File: src/rtl/c1_bus_arbiter.sv
// c1_bus_arbiter: round-robin arbiter and C1 bus sequencer for two requesters.
// It latches a whole transaction from one requester at a time, drives the
// two-tick address phase, releases the bus and collects the C1 response.
module c1_bus_arbiter #(
   parameter int ADDR1_W = 15,
   parameter int DATA1_W = 16,
   parameter int CTR1_W  = 3,
   parameter int TIMEOUT = 256
) (
   input  logic                       clk,
   input  logic                       rst_n,
   input  logic [1:0]                 req_valid,
   input  logic [2*CTR1_W-1:0]        req_cmd,
   input  logic [2*(ADDR1_W+4)-1:0]   req_addr,
   input  logic [4*DATA1_W-1:0]       req_wdata,
   output logic [1:0]                 req_ready,
   output logic [1:0]                 rsp_valid,
   output logic [2*DATA1_W-1:0]       rsp_rdata,
   output logic                       rsp_err,
   output logic [ADDR1_W-1:0]         a1_out,
   output logic [CTR1_W-1:0]          c1_out,
   output logic                       c1_oe,
   input  logic [CTR1_W-1:0]          c1_in,
   output logic [DATA1_W-1:0]         d1_out,
   output logic                       d1_oe,
   input  logic [DATA1_W-1:0]         d1_in
);

   localparam int AW    = ADDR1_W + 4;
   localparam int WW    = 2 * DATA1_W;
   localparam int CNT_W = (TIMEOUT < 2) ? 1 : $clog2(TIMEOUT + 1);

   localparam logic [CTR1_W-1:0] C1_NOP      = CTR1_W'(0);
   localparam logic [CTR1_W-1:0] C1_READ8    = CTR1_W'(1);
   localparam logic [CTR1_W-1:0] C1_READ16   = CTR1_W'(2);
   localparam logic [CTR1_W-1:0] C1_READ32   = CTR1_W'(3);
   localparam logic [CTR1_W-1:0] C1_INVAL    = CTR1_W'(4);
   localparam logic [CTR1_W-1:0] C1_WRITE8   = CTR1_W'(5);
   localparam logic [CTR1_W-1:0] C1_WRITE32  = CTR1_W'(7);
   localparam logic [CTR1_W-1:0] C1_RESPONSE = CTR1_W'(7);

   typedef enum logic [2:0] {
      S_IDLE, S_ADDR1, S_ADDR2, S_WAIT, S_RD2, S_DONE
   } state_t;

   state_t             state_q, state_d;
   logic               bus_en_q;
   logic               last_q;
   logic               id_q;
   logic [CNT_W-1:0]   cnt_q;
   logic               err_q;
   logic [ADDR1_W-1:0] a1_q;
   logic [CTR1_W-1:0]  cmd_q;
   logic [3:0]         off_q;
   logic [WW-1:0]      wdata_q;
   logic [WW-1:0]      rdata_q;

   logic               win;
   logic [CTR1_W-1:0]  sel_cmd;
   logic [AW-1:0]      sel_addr;
   logic [WW-1:0]      sel_wdata;
   logic               rsp_hit;
   logic               tmo_hit;
   logic               is_wr;
   logic [DATA1_W-1:0] wr_lo;

   // Winner selection: alternate when both ask, otherwise take whoever asks.
   always_comb begin
      win       = (req_valid == 2'b11) ? ~last_q : req_valid[1];
      sel_cmd   = win ? req_cmd[2*CTR1_W-1:CTR1_W] : req_cmd[CTR1_W-1:0];
      sel_addr  = win ? req_addr[2*AW-1:AW]        : req_addr[AW-1:0];
      sel_wdata = win ? req_wdata[2*WW-1:WW]       : req_wdata[WW-1:0];
      rsp_hit   = (c1_in == C1_RESPONSE);
      tmo_hit   = (TIMEOUT != 0) && (cnt_q == CNT_W'(TIMEOUT - 1));
      is_wr     = (cmd_q >= C1_WRITE8);
      wr_lo     = (cmd_q == C1_WRITE8) ? {{(DATA1_W-8){1'b0}}, wdata_q[7:0]}
                                       : wdata_q[DATA1_W-1:0];
   end

   // State register; reset abandons any transaction in flight.
   always_ff @(posedge clk) begin
      if (!rst_n) state_q <= S_IDLE;
      else        state_q <= state_d;
   end

   // Next-state logic; a response beats a timeout on the same edge.
   always_comb begin
      state_d = state_q;
      case (state_q)
         S_IDLE:  if (|req_valid) state_d = S_ADDR1;
         S_ADDR1: state_d = (cmd_q == C1_INVAL) ? S_WAIT : S_ADDR2;
         S_ADDR2: state_d = S_WAIT;
         S_WAIT: begin
            if (rsp_hit)      state_d = (cmd_q == C1_READ32) ? S_RD2 : S_DONE;
            else if (tmo_hit) state_d = S_DONE;
         end
         S_RD2:   state_d = S_DONE;
         S_DONE:  state_d = S_IDLE;
         default: state_d = S_IDLE;
      endcase
   end

   // Control registers: grant history, owner id, timeout counter, error flag, address bus.
   always_ff @(posedge clk) begin
      if (!rst_n) begin
         bus_en_q <= 1'b0;
         last_q   <= 1'b1;
         id_q     <= 1'b0;
         cnt_q    <= '0;
         err_q    <= 1'b0;
         a1_q     <= '0;
      end else begin
         bus_en_q <= 1'b1;
         cnt_q    <= '0;
         case (state_q)
            S_IDLE: begin
               if (|req_valid) begin
                  id_q   <= win;
                  last_q <= win;
                  err_q  <= 1'b0;
                  a1_q   <= sel_addr[AW-1:4];
               end
            end
            S_ADDR1: begin
               if (cmd_q != C1_INVAL) a1_q <= {{(ADDR1_W-4){1'b0}}, off_q};
            end
            S_WAIT: begin
               cnt_q <= cnt_q + CNT_W'(1);
               if (!rsp_hit && tmo_hit) err_q <= 1'b1;
            end
            default: ;
         endcase
      end
   end

   // Transaction payload and read-data assembly; no reset needed on data.
   always_ff @(posedge clk) begin
      if (state_q == S_IDLE && (|req_valid)) begin
         cmd_q   <= sel_cmd;
         off_q   <= sel_addr[3:0];
         wdata_q <= sel_wdata;
      end
      if (state_q == S_WAIT) begin
         if (rsp_hit) begin
            case (cmd_q)
               C1_READ8:  rdata_q <= {{(WW-8){1'b0}}, d1_in[7:0]};
               C1_READ16: rdata_q <= {{DATA1_W{1'b0}}, d1_in};
               C1_READ32: rdata_q <= {{DATA1_W{1'b0}}, d1_in};
               default:   rdata_q <= '0;
            endcase
         end else if (tmo_hit) begin
            rdata_q <= '0;
         end
      end
      if (state_q == S_RD2) rdata_q[WW-1:DATA1_W] <= d1_in;
   end

   // Bus and handshake outputs decoded from the current state.
   always_comb begin
      req_ready = 2'b00;
      rsp_valid = 2'b00;
      rsp_err   = 1'b0;
      c1_out    = C1_NOP;
      c1_oe     = 1'b0;
      d1_out    = '0;
      d1_oe     = 1'b0;
      case (state_q)
         S_IDLE: c1_oe = bus_en_q;
         S_ADDR1: begin
            req_ready = id_q ? 2'b10 : 2'b01;
            c1_oe     = 1'b1;
            c1_out    = cmd_q;
            d1_oe     = is_wr;
            if (is_wr) d1_out = wr_lo;
         end
         S_ADDR2: begin
            c1_oe  = 1'b1;
            c1_out = cmd_q;
            d1_oe  = is_wr;
            if (is_wr) d1_out = (cmd_q == C1_WRITE32) ? wdata_q[WW-1:DATA1_W] : wr_lo;
         end
         S_DONE: begin
            rsp_valid = id_q ? 2'b10 : 2'b01;
            rsp_err   = err_q;
         end
         default: ;
      endcase
   end

   assign a1_out    = a1_q;
   assign rsp_rdata = rdata_q;

endmodule

File: config.mk
export PLATFORM = sky130hd
export DESIGN_NAME = c1_bus_arbiter
export DESIGN_NICKNAME = d
export VERILOG_FILES = /design/src/rtl/c1_bus_arbiter.sv
export SDC_FILE = /design/constraint.sdc
export NUM_CORES = 1
export LEC_CHECK = 0
export BUFFER_PORTS_ARGS = -buffer_cell sky130_fd_sc_hd__buf_2
export CAP_MARGIN = 30
export CORE_ASPECT_RATIO = 2
export CORE_MARGIN = 10
export CORE_UTILIZATION = 43
export DETAILED_ROUTE_END_ITERATION = 16
export HOLD_SLACK_MARGIN = 0.12
export PLACE_DENSITY = 0.82
export SKIP_CTS_REPAIR_TIMING = 1
export SKIP_LAST_GASP = 1
export SYNTH_ARGS = -nofsm -noshare
export SYNTH_HDL_FRONTEND = slang
export SYNTH_SLANG_ARGS = --single-unit
File: constraint.sdc
create_clock -name clk -period 2.9 [get_ports clk]
set_input_delay 0.58 -clock clk [delete_from_list [all_inputs] [get_ports clk]]
set_output_delay 0.58 -clock clk [all_outputs]
set_load 0.02 [all_outputs]
==> results of run 1 <==
[flip-flops by register name, summed over array words and instances, names as in the netlist]
name	count
cnt_q	9
state_q	3
bus_en_q	1
cmd_q	3
a1_out	15
id_q	1
off_q	4
wdata_q	32
last_q	1
rsp_rdata	32
err_q	1
[worst max path at each step]
stage,from,to,cells after the start
CTS,state_q[0]$_SDFFE_PN0P_,d1_out[8],4
global placement,state_q[1]$_SDFFE_PN0P_,d1_out[12],4
finish,state_q[1]$_SDFFE_PN0P_,d1_out[8],4
floorplan,cnt_q[0]$_SDFF_PN0_,rsp_rdata[16]$_DFFE_PP_,7
detailed placement,state_q[1]$_SDFFE_PN0P_,d1_out[8],4
global route,state_q[1]$_SDFFE_PN0P_,d1_out[9],4
[cell usage in the layout (no fill, tap or decap), drive strengths merged, types with 10 or more instances in the layout]
| cell type | instances |
|---|---|
| and3 | 21 |
| o21ai | 18 |
| mux2i | 11 |
| a22o | 16 |
| mux2 | 39 |
| buf | 208 |
| nand2 | 18 |
| inv | 10 |
| nor2 | 22 |
| and2 | 19 |
| dfxtp | 31 |
| nor3 | 14 |
| edfxtp | 71 |
[per-stage QoR]
| step | instances | hold slack (ns) | area [um^2] | setup WS [ns] | util |
|---|---|---|---|---|---|
| 2_1_floorplan | 353 | 0.4303 | 4591 | 0.2286 | - |
| 3_3_place_gp | 681 | 0.4306 | 5717 | 0.6477 | 0.5456 |
| 3_5_place_dp | 681 | 0.4379 | 5717 | 0.5291 | 0.5456 |
| 4_1_cts | 697 | 0.4473 | 6007 | 0.1588 | 0.5733 |
| 5_1_grt | 697 | 0.4710 | 6007 | 0.06980 | 0.5733 |
| 6_report | 697 | 0.4446 | 6007 | 0.1607 | 0.5733 |
[kinds of logic after synthesis]
logic type      Yosys count
compound gates           54
fa+ha+maj                 2
xor+xnor                  6
simple gates            116
mux                      50
buf+inv                  23
flops                   102
[power breakdown]
group          switching, mW  internal (mW)
clock                  0.544          0.603
sequential            0.0654           1.69
combinational          0.344          0.234
[worst min-delay path, delay by kind of cell, from the launching register on]
family / cells / cell delay (ns)
DFF: 1 / 0.31
and+or+nand+nor: 1 / 0.05
AOI/OAI and AO/OA: 1 / 0.05
[final cells by class]
cell class                 instances  area (um^2)
fill                             936         4471
sequential                       102         2753
multi-input combinational        228         1704
timing repair buffer             208         1066
clock buffer                       9        225.2
tap                              137        171.4
clock inverter                     7        65.06
inverter                           6        22.52
[per-layer routing]
layer / up-vias / global-route usage / part of all wire
met5: - / 0 / 0
met4: 0 / 0.07760 / 0.029
met3: 26 / 0.05659 / 0.079
met2: 144 / 0.2991 / 0.54
met1: 1686 / 0.1604 / 0.35
li1: 1724 / - / -
==> key figures, run 1 <==
Status
  – Outcome: finished, final reports clean

Drt
  – Vias: 3,580
  – Initial DRT Pass Iterations: 4
  – Avg WL per Cell: 18.76 um
  – Drt initial violations: 116
  – Drt total wl: 13,070 um
  – Via/cell ratio: 5.136
  – DRC viols: 0
  – Routed Antenna Nets: 0

Die
  – Die Y: 166.0 um
  – Die area: 15,450 um^2
  – IO Pins: 204
  – Die Wd: 93.02 um
  – Core footprint: 10,480 um^2
  – Row count: 53
  – Initial Util: 0.4377

Worst setup path
  – Family with the most delay on the worst path: simple AND/OR/NAND/NOR gates
  – Slowest stage cell on the critical path: nor3_4
  – Critical path type: reg -> out
  – R2r startpoint: cnt_q[0]$_SDFF_PN0_
  – Crit. End Element: output port
  – R2r worst-path depth: 7
  – WP data arrival: 2.16 ns
  – CP startpoint kind: flop
  – Cells along the critical path: nand2b_1 > nor3_4 > a22o_1 > buf_2
  – Worst Path Max Fanout: 16
  – Worst reg2reg endpoint: rsp_rdata[31]$_DFFE_PP_
  – R2R setup slack: 0.63 ns
  – Critical Path Max Stage Delay: 0.63 ns
  – Buf/Inv on CP: 1
  – Worst path required time: 2.32 ns

Logic synthesis
  – Syn_nets: 486
  – Synth Flop Type: edfxtp_1
  – Synth area leader: edfxtp_1
  – Area contributors post-synth: edfxtp_1 46%, dfxtp_1 14%, mux2_2 5.4%
  – Async S/R FF share, synth: 0
  – Top cell type's share of synthesized area: 0.4649
  – Most frequent cells after synthesis: 71 x edfxtp_1, 31 x dfxtp_1, 22 x mux2_2, 22 x nor2_1, 21 x and3_1
  – Mean Syn Cell Area: 12.99 um^2
  – Largest family of logic cells by synthesized area: simple AND/OR/NAND/NOR gates
  – Post-synthesis cell area: 4586 um^2
  – Synthesis-stage register bit count: 102
  – Synth Area in XOR/XNOR: 0.01146
  – Synth Area in Compound Gates: 0.08977
  – Synth warn: 0
  – Post-Synth Adder-Cell Area: 0.005457
  – EDFF count, synth: 71
  – Most numerous cell in the Yosys netlist: edfxtp_1
  – Syn Inst Count: 353
  – Post-synthesis mux area share: 0.1198
  – Simple-gate share of the synthesized area: 0.1441
  – Post-synthesis sequential area ratio: 0.6003
  – Distinct cell type count after synthesis: 46

Finish
  – Syn-to-layout area delta: 31.00%
  – Layout net count: 688
  – Final antenna diode count: 0
  – Ratio of cells with drive above 1 in the final layout: 0.4571

Hold path
  – Hold_sp: a1_out[13]$_SDFFE_PN0P_
  – Hold Crit Depth: 2
  – HP Class: reg -> reg
  – Worst Hold End: a1_out[13]$_SDFFE_PN0P_

STA
  – Setup violations, final: 0
  – RSZ-0062 raised after global routing: no
  – Max Transition Viols Final: 0
  – Min cycle time layout: 2.739 ns
  – Relative slew slack: 0.4326
  – Worst Tran Pin Value: 0.8446 ns
  – Fmax: 365.1 MHz
  – Fin crit share: 0.9446
  – Final setup TNS: 0 ns
  – Final Hold Viols: 0
  – Final Skew: 0.005689 ns

Clock network
  – Clock transition at path regs: 0.07 ns
  – Clk buf depth: 2
  – Htree depth: 3
  – CTS tree: yes
  – CTS Buf Count: 9
  – Clock latency on the worst-skew pair: 0.34 ns
  – CTS Root Buffer Type: clkbuf_16
  – Clock sink count: 102

GRT
  – Antenna violations before repair: 0
  – Largest net degree at the start of global routing: 58
  – Vias in the first global route: 3,959
  – Global Route Usage Sum: 0.1654
  – First-pass GRT wire length: 20,060 um
  – Grt ovf: 0

Place
  – Gp weighted congestion: 0.8362
  – HPWL Detailed: 10,640 um
  – I/O Buffers: 203

Flow run
  – Max cap viols: 0

Power
  – Total Power: 3.477 mW
  – Lkg Pwr: 2.684 nW
  – Power Density: 578.9 nW/um^2
  – IR drop worst, VDD: 318.9 uV
(Power assumes the default switching activity.)
==> run 2, diff against run 1 <==
ABC_AREA = 1   (was unset)
BUFFER_PORTS_ARGS = -buffer_cell sky130_fd_sc_hd__clkbuf_2   (was -buffer_cell sky130_fd_sc_hd__buf_2)
PLACE_DENSITY = 0.81   (was 0.82)
==> key figures, run 2 <==
Finish
  – Ratio of cells with drive above 1 in the final layout: 0.3061
  – Finished Core Util: 0.5812
  – Reg area: 2753 um^2
  – Commonest non-fill, non-tap cell in the layout: nand2_1
  – Layout net count: 925
  – Syn-to-layout area delta: 31.27%
  – Filler cell count: 1,030
  – Non-Filler Instances: 937
  – Multi-input logic area: 1774 um^2
  – Commonest non-fill, non-tap cells in the layout: 229 x nand2_1, 203 x clkbuf_2, 78 x nor2_1
  – Final antenna diode count: 0

Flow run
  – Max cap viols: 0

STA
  – Min cycle time layout: 2.564 ns
  – Fmax: 390.0 MHz
  – Setup ws final: 0.3357 ns
  – Setup violations, final: 0
  – Final Hold Viols: 0
  – RSZ-0062 raised after global routing: no
  – Worst Tran Pin Value: 0.5260 ns
  – Final setup TNS: 0 ns
  – Relative slew slack: 0.6474
  – Max Transition Viols Final: 0
  – Fin crit share: 0.8842
  – Final Skew: 0.007584 ns

Logic synthesis
  – Distinct cell type count after synthesis: 29
  – Syn_nets: 720
  – Mean Syn Cell Area: 8.255 um^2
  – Most frequent cells after synthesis: 229 x nand2_1, 78 x nor2_1, 71 x edfxtp_1, 54 x inv_1, 32 x a21oi_1
  – EDFF count, synth: 71
  – Area contributors post-synth: edfxtp_1 44%, nand2_1 18%, dfxtp_1 13%
  – Synth Flop Type: edfxtp_1
  – Synth warn: 0
  – Async S/R FF share, synth: 0
  – Top cell type's share of synthesized area: 0.4400
  – Post-synthesis sequential area ratio: 0.5680
  – Syn Inst Count: 587
  – Synthesis-stage register bit count: 102
  – Synth area leader: edfxtp_1
  – Most numerous cell in the Yosys netlist: nand2_1
  – Post-synthesis cell area: 4846 um^2

GRT
  – Vias in the first global route: 4,541
  – Largest net degree at the start of global routing: 42
  – Grt ovf: 0
  – First-pass GRT wire length: 21,680 um
  – Antenna violations before repair: 0
  – Global Route Usage Sum: 0.1701

Drt
  – Initial DRT Pass Iterations: 4
  – Via/cell ratio: 4.713
  – Avg WL per Cell: 14.83 um
  – Drt initial violations: 217
  – Routed Antenna Nets: 0
  – Drt total wl: 13,900 um
  – Vias: 4,416
  – DRC viols: 0

Clock network
  – Clk buf depth: 2
  – CTS tree: yes
  – Clock transition at path regs: 0.06 ns
  – Clock latency on the worst-skew pair: 0.34 ns
  – CTS Root Buffer Type: clkbuf_16
  – Clock sink count: 102
  – CTS Buf Count: 9
  – Htree depth: 3

Worst setup path
  – Family with the most delay on the worst path: compound AO/OA/AOI/OAI gates
  – R2r worst-path depth: 13
  – Critical path type: reg -> out
  – Worst path required time: 2.32 ns
  – Crit. End Element: output port
  – Worst Path Max Fanout: 8
  – Buf/Inv on CP: 2
  – Critical Path Max Stage Delay: 0.41 ns
  – Cells along the critical path: inv_1 > a21oi_1 > nand4_1 > o22ai_1 > clkbuf_2
  – Slowest stage cell on the critical path: edfxtp_1
  – WP depth: 5
  – CP startpoint kind: flop
  – WP data arrival: 1.98 ns

Die
  – Row count: 54
  – Die area: 16,170 um^2
  – Die Wd: 95.07 um
  – Die Y: 170.1 um
  – IO Pins: 204
  – Core footprint: 10,950 um^2
  – Initial Util: 0.4427

Status
  – Outcome: finished, final reports clean

Place
  – Gp weighted congestion: 0.8421
  – Pre-CTS setup slack: 0.5291 ns
  – HPWL Detailed: 11,220 um
  – Placed Cells incl. Taps: 921
  – I/O Buffers: 203

Power
  – Total Power: 4.630 mW
  – IR drop worst, VDD: 411.7 uV
  – Lkg Pwr: 3.140 nW
  – Power Density: 727.9 nW/um^2

Hold path
  – HP Class: reg -> reg
  – Hold Crit Depth: 1
-- run 2: logic make-up (layout without fill, tap and decap cells) --
| family | Yosys count | in the layout | share of synthesized area |
|---|---|---|---|
| AO/OA/AOI/OAI | 53 | 53 | 0.06093 |
| XOR/XNOR | 1 | 1 | 0.001808 |
| adder cells (fa/ha/maj) | 2 | 2 | 0.005163 |
| buffers and inverters | 77 | 287 | 0.06661 |
| flip-flops | 102 | 102 | 0.5680 |
| AND/OR/NAND/NOR | 352 | 352 | 0.2974 |
-- run 2: through the flow --
stage          hold WS, ns  area, um^2
2_1_floorplan       0.4179        4846
3_3_place_gp        0.4293        6011
3_5_place_dp        0.4474        6011
4_1_cts             0.4567        6357
5_1_grt             0.4821        6361
6_report            0.4579        6361
-- run 2: cell type report --
type                       instances  area share
clock buffer                       9     0.03541
clock inverter                     7     0.01908
inverter                          61     0.03639
multi-input combinational        408      0.2789
sequential                       102      0.4327
tap                              140     0.02754
timing repair buffer             210      0.1699
-- run 2: metal layers --
layer	GRT usage	wire length (um)	up-vias	share of wire
met5	0	0	-	0
met3	0.04055	1000	21	0.072
li1	-	-	2282	-
met1	0.1624	4764	1964	0.34
met2	0.3258	7764	149	0.56
met4	0.07264	370	0	0.027
-- run 2: power by group --
group          internal, mW  total [mW]  switching [mW]
clock                 0.847        1.36           0.516
sequential             1.85        1.96           0.114
combinational         0.408        1.31           0.899
total                  3.10        4.63            1.53
-- run 2: worst reg2reg max path, stage by stage (launching register included) --
cell,delay [ns]
dfxtp_1,0.35
ha_1,0.17
nand2_1,0.07
nor3_1,0.22
nand2_1,0.10
nor2_1,0.10
ha_1,0.16
inv_1,0.05
nand2_1,0.06
inv_1,0.07
a21oi_1,0.19
inv_1,0.09
nor2_1,0.09
buf_4,0.24
-- run 2: path summary, 6_finish.rpt --
check                 startpoint                 endpoint  slack [ns]
min          cnt_q[0]$_SDFF_PN0_      cnt_q[0]$_SDFF_PN0_        0.46
min reg2reg  cnt_q[0]$_SDFF_PN0_      cnt_q[0]$_SDFF_PN0_        0.46
max           cmd_q[0]$_DFFE_PP_               d1_out[13]        0.34
max reg2reg  cnt_q[0]$_SDFF_PN0_  rsp_rdata[25]$_DFFE_PP_        0.64
